**src/rtl/hash_function_pipe_if.sv**
```systemverilog
// Valid/ready bundle for the hash pipe: key/tag in, hash/key/tag out.
// The pipe is the slave and the tuple reader / bucket logic side is the master.
interface hash_function_pipe_if #(
  parameter int KEY_W  = 64,
  parameter int HASH_W = 31,
  parameter int TAG_W  = 16
) ();
  logic              in_valid;
  logic              in_ready;
  logic [KEY_W-1:0]  in_key;
  logic [TAG_W-1:0]  in_tag;
  logic              out_valid;
  logic              out_ready;
  logic [HASH_W-1:0] out_hash;
  logic [KEY_W-1:0]  out_key;
  logic [TAG_W-1:0]  out_tag;

  modport slave (
    input  in_valid, in_key, in_tag, out_ready,
    output in_ready, out_valid, out_hash, out_key, out_tag
  );

  modport master (
    output in_valid, in_key, in_tag, out_ready,
    input  in_ready, out_valid, out_hash, out_key, out_tag
  );
endinterface

```
**src/rtl/hash_function_pipe.sv**
```systemverilog
// Pipelined multiplicative key hash with global-stall backpressure and key/tag passthrough.
// Optional macro HASH_FUNCTION_PIPE_FOLD_EN adds an XOR fold of the upper sum bits in the add stage.
module hash_function_pipe #(
  parameter int          KEY_W      = 64,
  parameter int          HASH_W     = 31,
  parameter int          TAG_W      = 16,
  parameter int          MUL_STAGES = 2,
  parameter logic [31:0] PRIME_0    = 32'h1E698F65,
  parameter logic [31:0] PRIME_1    = 32'h24820C8D
) (
  input  logic                 clk,
  input  logic                 rst,
  hash_function_pipe_if.slave  bus,
  output logic                 busy
);
  localparam int LAT  = MUL_STAGES + 1;
  localparam int HALF = KEY_W / 2;

  logic        w_adv;
  logic [47:0] w_hi, w_lo, w_p0, w_p1, w_sum, w_fold;

  logic [LAT-1:0]    r_vld;
  logic [47:0]       r_p0  [MUL_STAGES];
  logic [47:0]       r_p1  [MUL_STAGES];
  logic [KEY_W-1:0]  r_key [LAT];
  logic [TAG_W-1:0]  r_tag [LAT];
  logic [HASH_W-1:0] r_hash;

  assign w_adv = !r_vld[LAT-1] || bus.out_ready;

  assign w_hi  = 48'(bus.in_key[KEY_W-1:HALF]);
  assign w_lo  = 48'(bus.in_key[HALF-1:0]);
  // 48-bit operands make the products wrap mod 2^48 without extra masking
  assign w_p0  = w_hi * 48'(PRIME_0);
  assign w_p1  = w_lo * 48'(PRIME_1);
  assign w_sum = r_p0[MUL_STAGES-1] + r_p1[MUL_STAGES-1];

`ifdef HASH_FUNCTION_PIPE_FOLD_EN
  assign w_fold = w_sum ^ (w_sum >> HASH_W);
`else
  assign w_fold = w_sum;
`endif

  // Bits above HASH_W are intentionally dropped in the truncating build
  logic w_unused_fold_hi;
  assign w_unused_fold_hi = |(w_fold >> HASH_W);

  always_ff @(posedge clk or posedge rst) begin
    if (rst) begin
      r_vld  <= '0;
      r_hash <= '0;
      for (int i = 0; i < MUL_STAGES; i++) begin
        r_p0[i] <= '0;
        r_p1[i] <= '0;
      end
      for (int i = 0; i < LAT; i++) begin
        r_key[i] <= '0;
        r_tag[i] <= '0;
      end
    end else if (w_adv) begin
      r_vld   <= {r_vld[LAT-2:0], bus.in_valid};
      r_p0[0] <= w_p0;
      r_p1[0] <= w_p1;
      for (int i = 1; i < MUL_STAGES; i++) begin
        r_p0[i] <= r_p0[i-1];
        r_p1[i] <= r_p1[i-1];
      end
      r_key[0] <= bus.in_key;
      r_tag[0] <= bus.in_tag;
      for (int i = 1; i < LAT; i++) begin
        r_key[i] <= r_key[i-1];
        r_tag[i] <= r_tag[i-1];
      end
      r_hash <= w_fold[HASH_W-1:0];
    end
  end

  assign bus.in_ready  = w_adv;
  assign bus.out_valid = r_vld[LAT-1];
  assign bus.out_hash  = r_hash;
  assign bus.out_key   = r_key[LAT-1];
  assign bus.out_tag   = r_tag[LAT-1];
  assign busy          = |r_vld;
endmodule

```
**src/flat_wrapper.sv**
```systemverilog
// flat-port wrapper written by rule: the top's interface ports become plain ports
module hash_function_pipe_flat 
#(
  parameter int          KEY_W      = 64,
  parameter int          HASH_W     = 31,
  parameter int          TAG_W      = 16,
  parameter int          MUL_STAGES = 2,
  parameter logic [31:0] PRIME_0    = 32'h1E698F65,
  parameter logic [31:0] PRIME_1    = 32'h24820C8D
)
  (clk, rst, busy, bus_in_valid, bus_in_key, bus_in_tag, bus_out_ready, bus_in_ready, bus_out_valid, bus_out_hash, bus_out_key, bus_out_tag);
  hash_function_pipe_if #(.KEY_W(KEY_W), .HASH_W(HASH_W), .TAG_W(TAG_W)) bus_i ();
  input  logic clk;
  input  logic rst;
  output logic busy;
  input wire logic [$bits(bus_i.in_valid)-1:0] bus_in_valid;
  input wire logic [$bits(bus_i.in_key)-1:0] bus_in_key;
  input wire logic [$bits(bus_i.in_tag)-1:0] bus_in_tag;
  input wire logic [$bits(bus_i.out_ready)-1:0] bus_out_ready;
  output wire logic [$bits(bus_i.in_ready)-1:0] bus_in_ready;
  output wire logic [$bits(bus_i.out_valid)-1:0] bus_out_valid;
  output wire logic [$bits(bus_i.out_hash)-1:0] bus_out_hash;
  output wire logic [$bits(bus_i.out_key)-1:0] bus_out_key;
  output wire logic [$bits(bus_i.out_tag)-1:0] bus_out_tag;
  assign bus_i.in_valid = bus_in_valid;
  assign bus_i.in_key = bus_in_key;
  assign bus_i.in_tag = bus_in_tag;
  assign bus_i.out_ready = bus_out_ready;
  assign bus_in_ready = bus_i.in_ready;
  assign bus_out_valid = bus_i.out_valid;
  assign bus_out_hash = bus_i.out_hash;
  assign bus_out_key = bus_i.out_key;
  assign bus_out_tag = bus_i.out_tag;
  hash_function_pipe #(.KEY_W(KEY_W), .HASH_W(HASH_W), .TAG_W(TAG_W), .MUL_STAGES(MUL_STAGES), .PRIME_0(PRIME_0), .PRIME_1(PRIME_1)) u_core (.clk(clk), .rst(rst), .bus(bus_i), .busy(busy));
endmodule
```
**config.mk**
```make
export PLATFORM = sky130hd
export DESIGN_NAME = hash_function_pipe_flat
export DESIGN_NICKNAME = d
export VERILOG_FILES = /design/src/rtl/hash_function_pipe_if.sv /design/src/rtl/hash_function_pipe.sv /design/src/flat_wrapper.sv
export SDC_FILE = /design/constraint.sdc
export NUM_CORES = 2
export LEC_CHECK = 0
export ABC_AREA = 1
export BUFFER_PORTS_ARGS = -buffer_cell sky130_fd_sc_hd__buf_4
export CORE_UTILIZATION = 64
export CTS_BUF_LIST = sky130_fd_sc_hd__clkbuf_2
export CTS_CLUSTER_SIZE = 14
export DETAILED_ROUTE_END_ITERATION = 6
export PLACE_DENSITY_LB_ADDON = 0.25
export SYNTH_ARGS = -nofsm -noshare
export SYNTH_HDL_FRONTEND = slang
export SYNTH_SLANG_ARGS = --single-unit
```
**constraint.sdc**
```tcl
create_clock -name clk -period 16.55 [get_ports clk]
set_clock_uncertainty 0.15 [all_clocks]
set_input_delay 2.4825 -clock clk [delete_from_list [all_inputs] [get_ports clk]]
set_output_delay 2.4825 -clock clk [all_outputs]
set_load 0.005 [all_outputs]
```
# Yosys cells after proc, flatten, opt, wreduce, memory -nomap -nowiden
# Index checks and enable logic that the tools add are counted.
dict set report totals {
  ff_bits 398
  in_bits 84
  elab_cells 18
  output_inout_bits 114
}
dict set report op_classes {
  multipliers 2
  reduce_logical 3
  n_addsub 1
}
# cell count
set op_table {}
lappend op_table {{32-bit by 29-bit multiplier with 31-bit output, second input constant} 1}
lappend op_table {{32-bit by 30-bit multiplier with 31-bit output, second input constant} 1}
lappend op_table {{31-bit adder} 1}
lappend op_table {{3-bit OR reduction} 1}
lappend op_table {{1-bit zero test} 1}
lappend op_table {{1-bit logical OR} 1}

# Logic depth before layout (Yosys ltp)
dict set report depth {
  ltp_word 2
  mapped_depth 28
  mapped_depth_nobuf 28
}

# Least setup slack after synthesis
# No wires, ideal clock.
dict set report synth_timing {
  path_kind {input to register}
  start {input bus_in_key[48]}
  end {register u_core.r_p0[78] (netlist bit)}
  required_time_ns 16.283
  setup_slack_ns 8.501
  cell_stages 22
  arrival_ns 7.782
  n_path_buf 0
  setup_ns 0.117
  path_cell_list {fa_1 inv_1 fa_1 fa_1 inv_1 fa_1 fa_1 fa_1 fa_1 inv_1 fa_1 inv_1 ha_1 nand2_1 nor3_1 nand2_1 nor4_1 nand2_1 nand3_1 nand3_1 nand3_1 nand2_1}
}
dict set report synth_via {
  elab_chain_cells 1
}
# item line_no
set synth_rtl {}
lappend synth_rtl {{from (decl)} flat_wrapper.sv:17} ;# input wire logic [$bits(bus_i.in_key)-1:0] bus_in_key;
lappend synth_rtl {{32-bit by 29-bit multiplier with 31-bit output} hash_function_pipe.sv:34} ;# assign w_p0 = w_hi * 48'(PRIME_0);
lappend synth_rtl {{to (signal, indexed assignment)} hash_function_pipe.sv:65} ;# r_p0[i] <= r_p0[i-1];
lappend synth_rtl {{to (decl)} hash_function_pipe.sv:23} ;# logic [47:0] r_p0 [MUL_STAGES];
# Every way passes these cells.
# A chain may end at the register's enable or synchronous reset.

# Worst setup path after layout
dict set report layout_timing {
  start {input bus_in_key[34]}
  end {register u_core.r_p0[78] (netlist bit)}
}
# Same word-level chain as after synthesis.

==> reports/results.txt <==
Initial DRC Count -> 1838
Post-CTS Repair Setup Buffers -> 0
final setup violation count -> 0
biggest area consumer among synthesized cells -> dfrtp_1
fillers -> 4109
vias per cell -> 5.25
first-pass GRT wire length -> 127 mm
Post-synth ARST share -> 100%
Slew Limit Fails -> 0
critical path fanouts, max -> 9
CTS tree -> done
reg2reg end -> u_core.bus.out_hash[18]
Max stage delay cell, worst path -> fa_1
chip width -> 225 um
share of cells above drive strength 1 -> 10.5%
Max Cap Viol -> 0
RSZ-0062 raised after global routing -> false
vias in the first global route -> 23700
main combinational cell family by area after synthesis -> adder cells
post-synthesis simple-gate area fraction -> 18.5%
Overflow after GRT -> 0
minimum clock period -> 7.98 ns
die outline height -> 225 um
Synth Area in Compound Gates -> 5.77%
syn_nets -> 4492
Num CTS Buffers -> 96
EDFF count, synth -> 0
port bufs -> 197
r2r startpoint -> u_core.r_vld[2]
Req. time, crit path -> 17.27 ns
initial core utilization -> 65.1%
CTS Root Cell -> clkbuf_2
Vias -> 24300
Clock Latency Late Sink -> 1.08 ns
Routed WL -> 79.2 mm
CP arrival -> 8.71 ns
Tcrit/Tclk final -> 48.2%
# clock sinks -> 390
io pins -> 198
Synth Area in Adders -> 32.7%
post-CTS resize count -> 0
CTS max path bufs -> 3
synthesized area per cell -> 8.53 sq um
crit path cell chain -> buf_4, inv_1, fa_1, fa_1, fa_1, fa_1, fa_1, fa_1, fa_1, fa_1, inv_1, ha_1, inv_1, nor3_1, nand2_1, nor4_1, nand2_1, nand3_1, nand3_1, nand3_1, nand2_1
cts hold-fix bufs -> 0
row cnt -> 81
Wirelength per Cell -> 17.1 um
H-tree depth -> 3
Seq cells post-synth -> 390
DRT Pass-1 Iters -> 5
Tightest Pin Transition -> 1.05 ns
post-DP HPWL -> 63.0 mm
Worst-path clk slew -> 0.09 ns
Hold Path Stages -> 2
worst min path class -> reg2reg
Hold Violations, Final -> 0
R2R depth -> 7
total die area -> 50800 sq um
cell mode on critical path -> fa_1
relative slew slack -> 30.0%
Crit Path Class -> in2reg
Mapped Area -> 31900 sq um
WHS Endpoint -> u_core.r_p0[21]
library cells used by synthesis -> 47
status -> complete, no violations
CORE AREA -> 49100 sq um
Fmax -> 125 MHz
reg2reg setup slack -> 13.37 ns
Layout area overhead -> 7.63%
gr usage total -> 32.5%
top cell type's share of synthesized area -> 30.6%
multiplexer share of the synthesized area -> 0%
synth top area cells -> dfrtp_1, fa_1, ha_1
type of origin of the critical path -> input port
setup_tns -> 0 ns
largest net degree at the start of global routing -> 236
post-synthesis xor/xnor area fraction -> 1.48%
Ys Warns -> 0
initial antenna violation count -> 5
final net count -> 4632
# DRC -> 0
placer congestion estimate -> 0.974
Hold Startpoint -> u_core.r_p0[69]
post-synthesis sequential area ratio -> 30.6%
CP Capture Type -> register
ys flop type -> dfrtp_1
Mapped Cells -> 3744
largest stage delay on the critical path -> 0.65 ns
DRT antenna net count -> 0
worst max path at each step:
stage,cells after the start,startpoint,slack (ns),end
finish,21,bus_in_key[34],8.57,u_core.r_p0[78]
global placement,21,bus_in_key[35],7.75,u_core.r_p0[78]
floorplan,1,rst,3.08,u_core.bus.out_hash[0]
global route,25,bus_in_key[48],8.33,u_core.r_p0[78]
detailed placement,25,bus_in_key[48],7.71,u_core.r_p0[78]
CTS,25,bus_in_key[48],8.79,u_core.r_p0[78]
Yosys cell counts (13+ instances only):
library cell	instances
a21oi_1	89
a31oi_1	28
buf_2	41
buf_4	80
clkbuf_1	44
dfrtp_1	390
fa_1	284
ha_1	380
inv_1	665
inv_2	13
nand2_1	1178
nand3_1	87
nand4_1	28
nor2_1	107
nor3_1	14
o21ai_0	107
o21ai_1	26
o21bai_1	16
or2_1	19
xnor2_1	29
xor2_1	25
per-layer routing:
metal | GRT usage, % | routed length [um] | vias to the layer above
li1 | - | - | 11800
met1 | 49.6 | 37600 | 11600
met2 | 46.8 | 34000 | 738
met3 | 7.99 | 6570 | 82
met4 | 6.82 | 1100 | 2
met5 | 0 | 13 | -
worst max-delay path, delay by kind of cell:
kind | cells | cell delay, ns
AND/OR/NAND/NOR | 8 | 1.26
buffers and inverters | 4 | 0.43
adder cells (fa/ha/maj) | 9 | 4.50
kinds of logic after synthesis:
family                     count (synthesis)
xor gates and xnor gates                  54
AOI/OAI and AO/OA                        317
and+or+nand+nor                         1476
buffers and inverters                    843
DFF                                      390
adders and majority gates                664
layout make-up:
cell class | count | area (sq um) | share of cell area (%)
diodes | 6 | 15.0 | 0.0437
clock buffers | 136 | 681 | 1.98
clock inverters | 38 | 293 | 0.852
inverters | 678 | 2560 | 7.45
multi-input cells | 2511 | 18700 | 54.3
flip-flops and latches | 390 | 9760 | 28.4
well taps | 664 | 831 | 2.42
repair buffers | 207 | 1570 | 4.56
placed cells by master, fill, tap and decap left out, drive strengths merged, types with 2 or more instances in the layout:
master and instances:
a21o 6, o31ai 5, xor2 25, bufinv 5, ha 380, a31oi 28
dfrtp 390, clkinv 28, a21oi 98, a21boi 3, o21ai 142, o221ai 2
and2 4, o21bai 18, buf 207, nor4 6, diode 6, o211ai 4
or2 28, clkbuf 136, inv 682, nand4 28, fa 284, nand2 1185
nand2b 2, a211oi 4, xnor2 29, nand3b 7, nand3 87, o21a 4
nor2 110, nor3 17
state kept, by name, summed over array words and instances, names as in the netlist:
| name | count |
|---|---|
| u_core.r_vld | 3 |
| u_core.r_p1 | 58 |
| u_core.bus.out_hash | 31 |
| u_core.bus.out_tag | 16 |
| u_core.r_tag | 32 |
| u_core.bus.out_key | 64 |
| u_core.r_key | 128 |
| u_core.r_p0 | 58 |
metrics by stage:
| step | instance area [sq um] | instances | worst slack (ns) | hold slack (ns) | utilization (%) |
|---|---|---|---|---|---|
| 6_report | 34400 | 4630 | 8.57 | 0.225 | 70.1 |
| 5_1_grt | 34400 | 4629 | 8.33 | 0.281 | 70.1 |
| 4_1_cts | 34400 | 4624 | 8.79 | 0.237 | 70.1 |
| 3_5_place_dp | 33400 | 4450 | 7.71 | 0.300 | 68.1 |
| 3_3_place_gp | 33400 | 4450 | 7.75 | 0.295 | 68.1 |
| 2_1_floorplan | 31900 | 3744 | 3.08 | 0.292 | - |
Power is not shown: default switching activity piles up to over one toggle a cycle in this logic, so the estimate is an artifact.
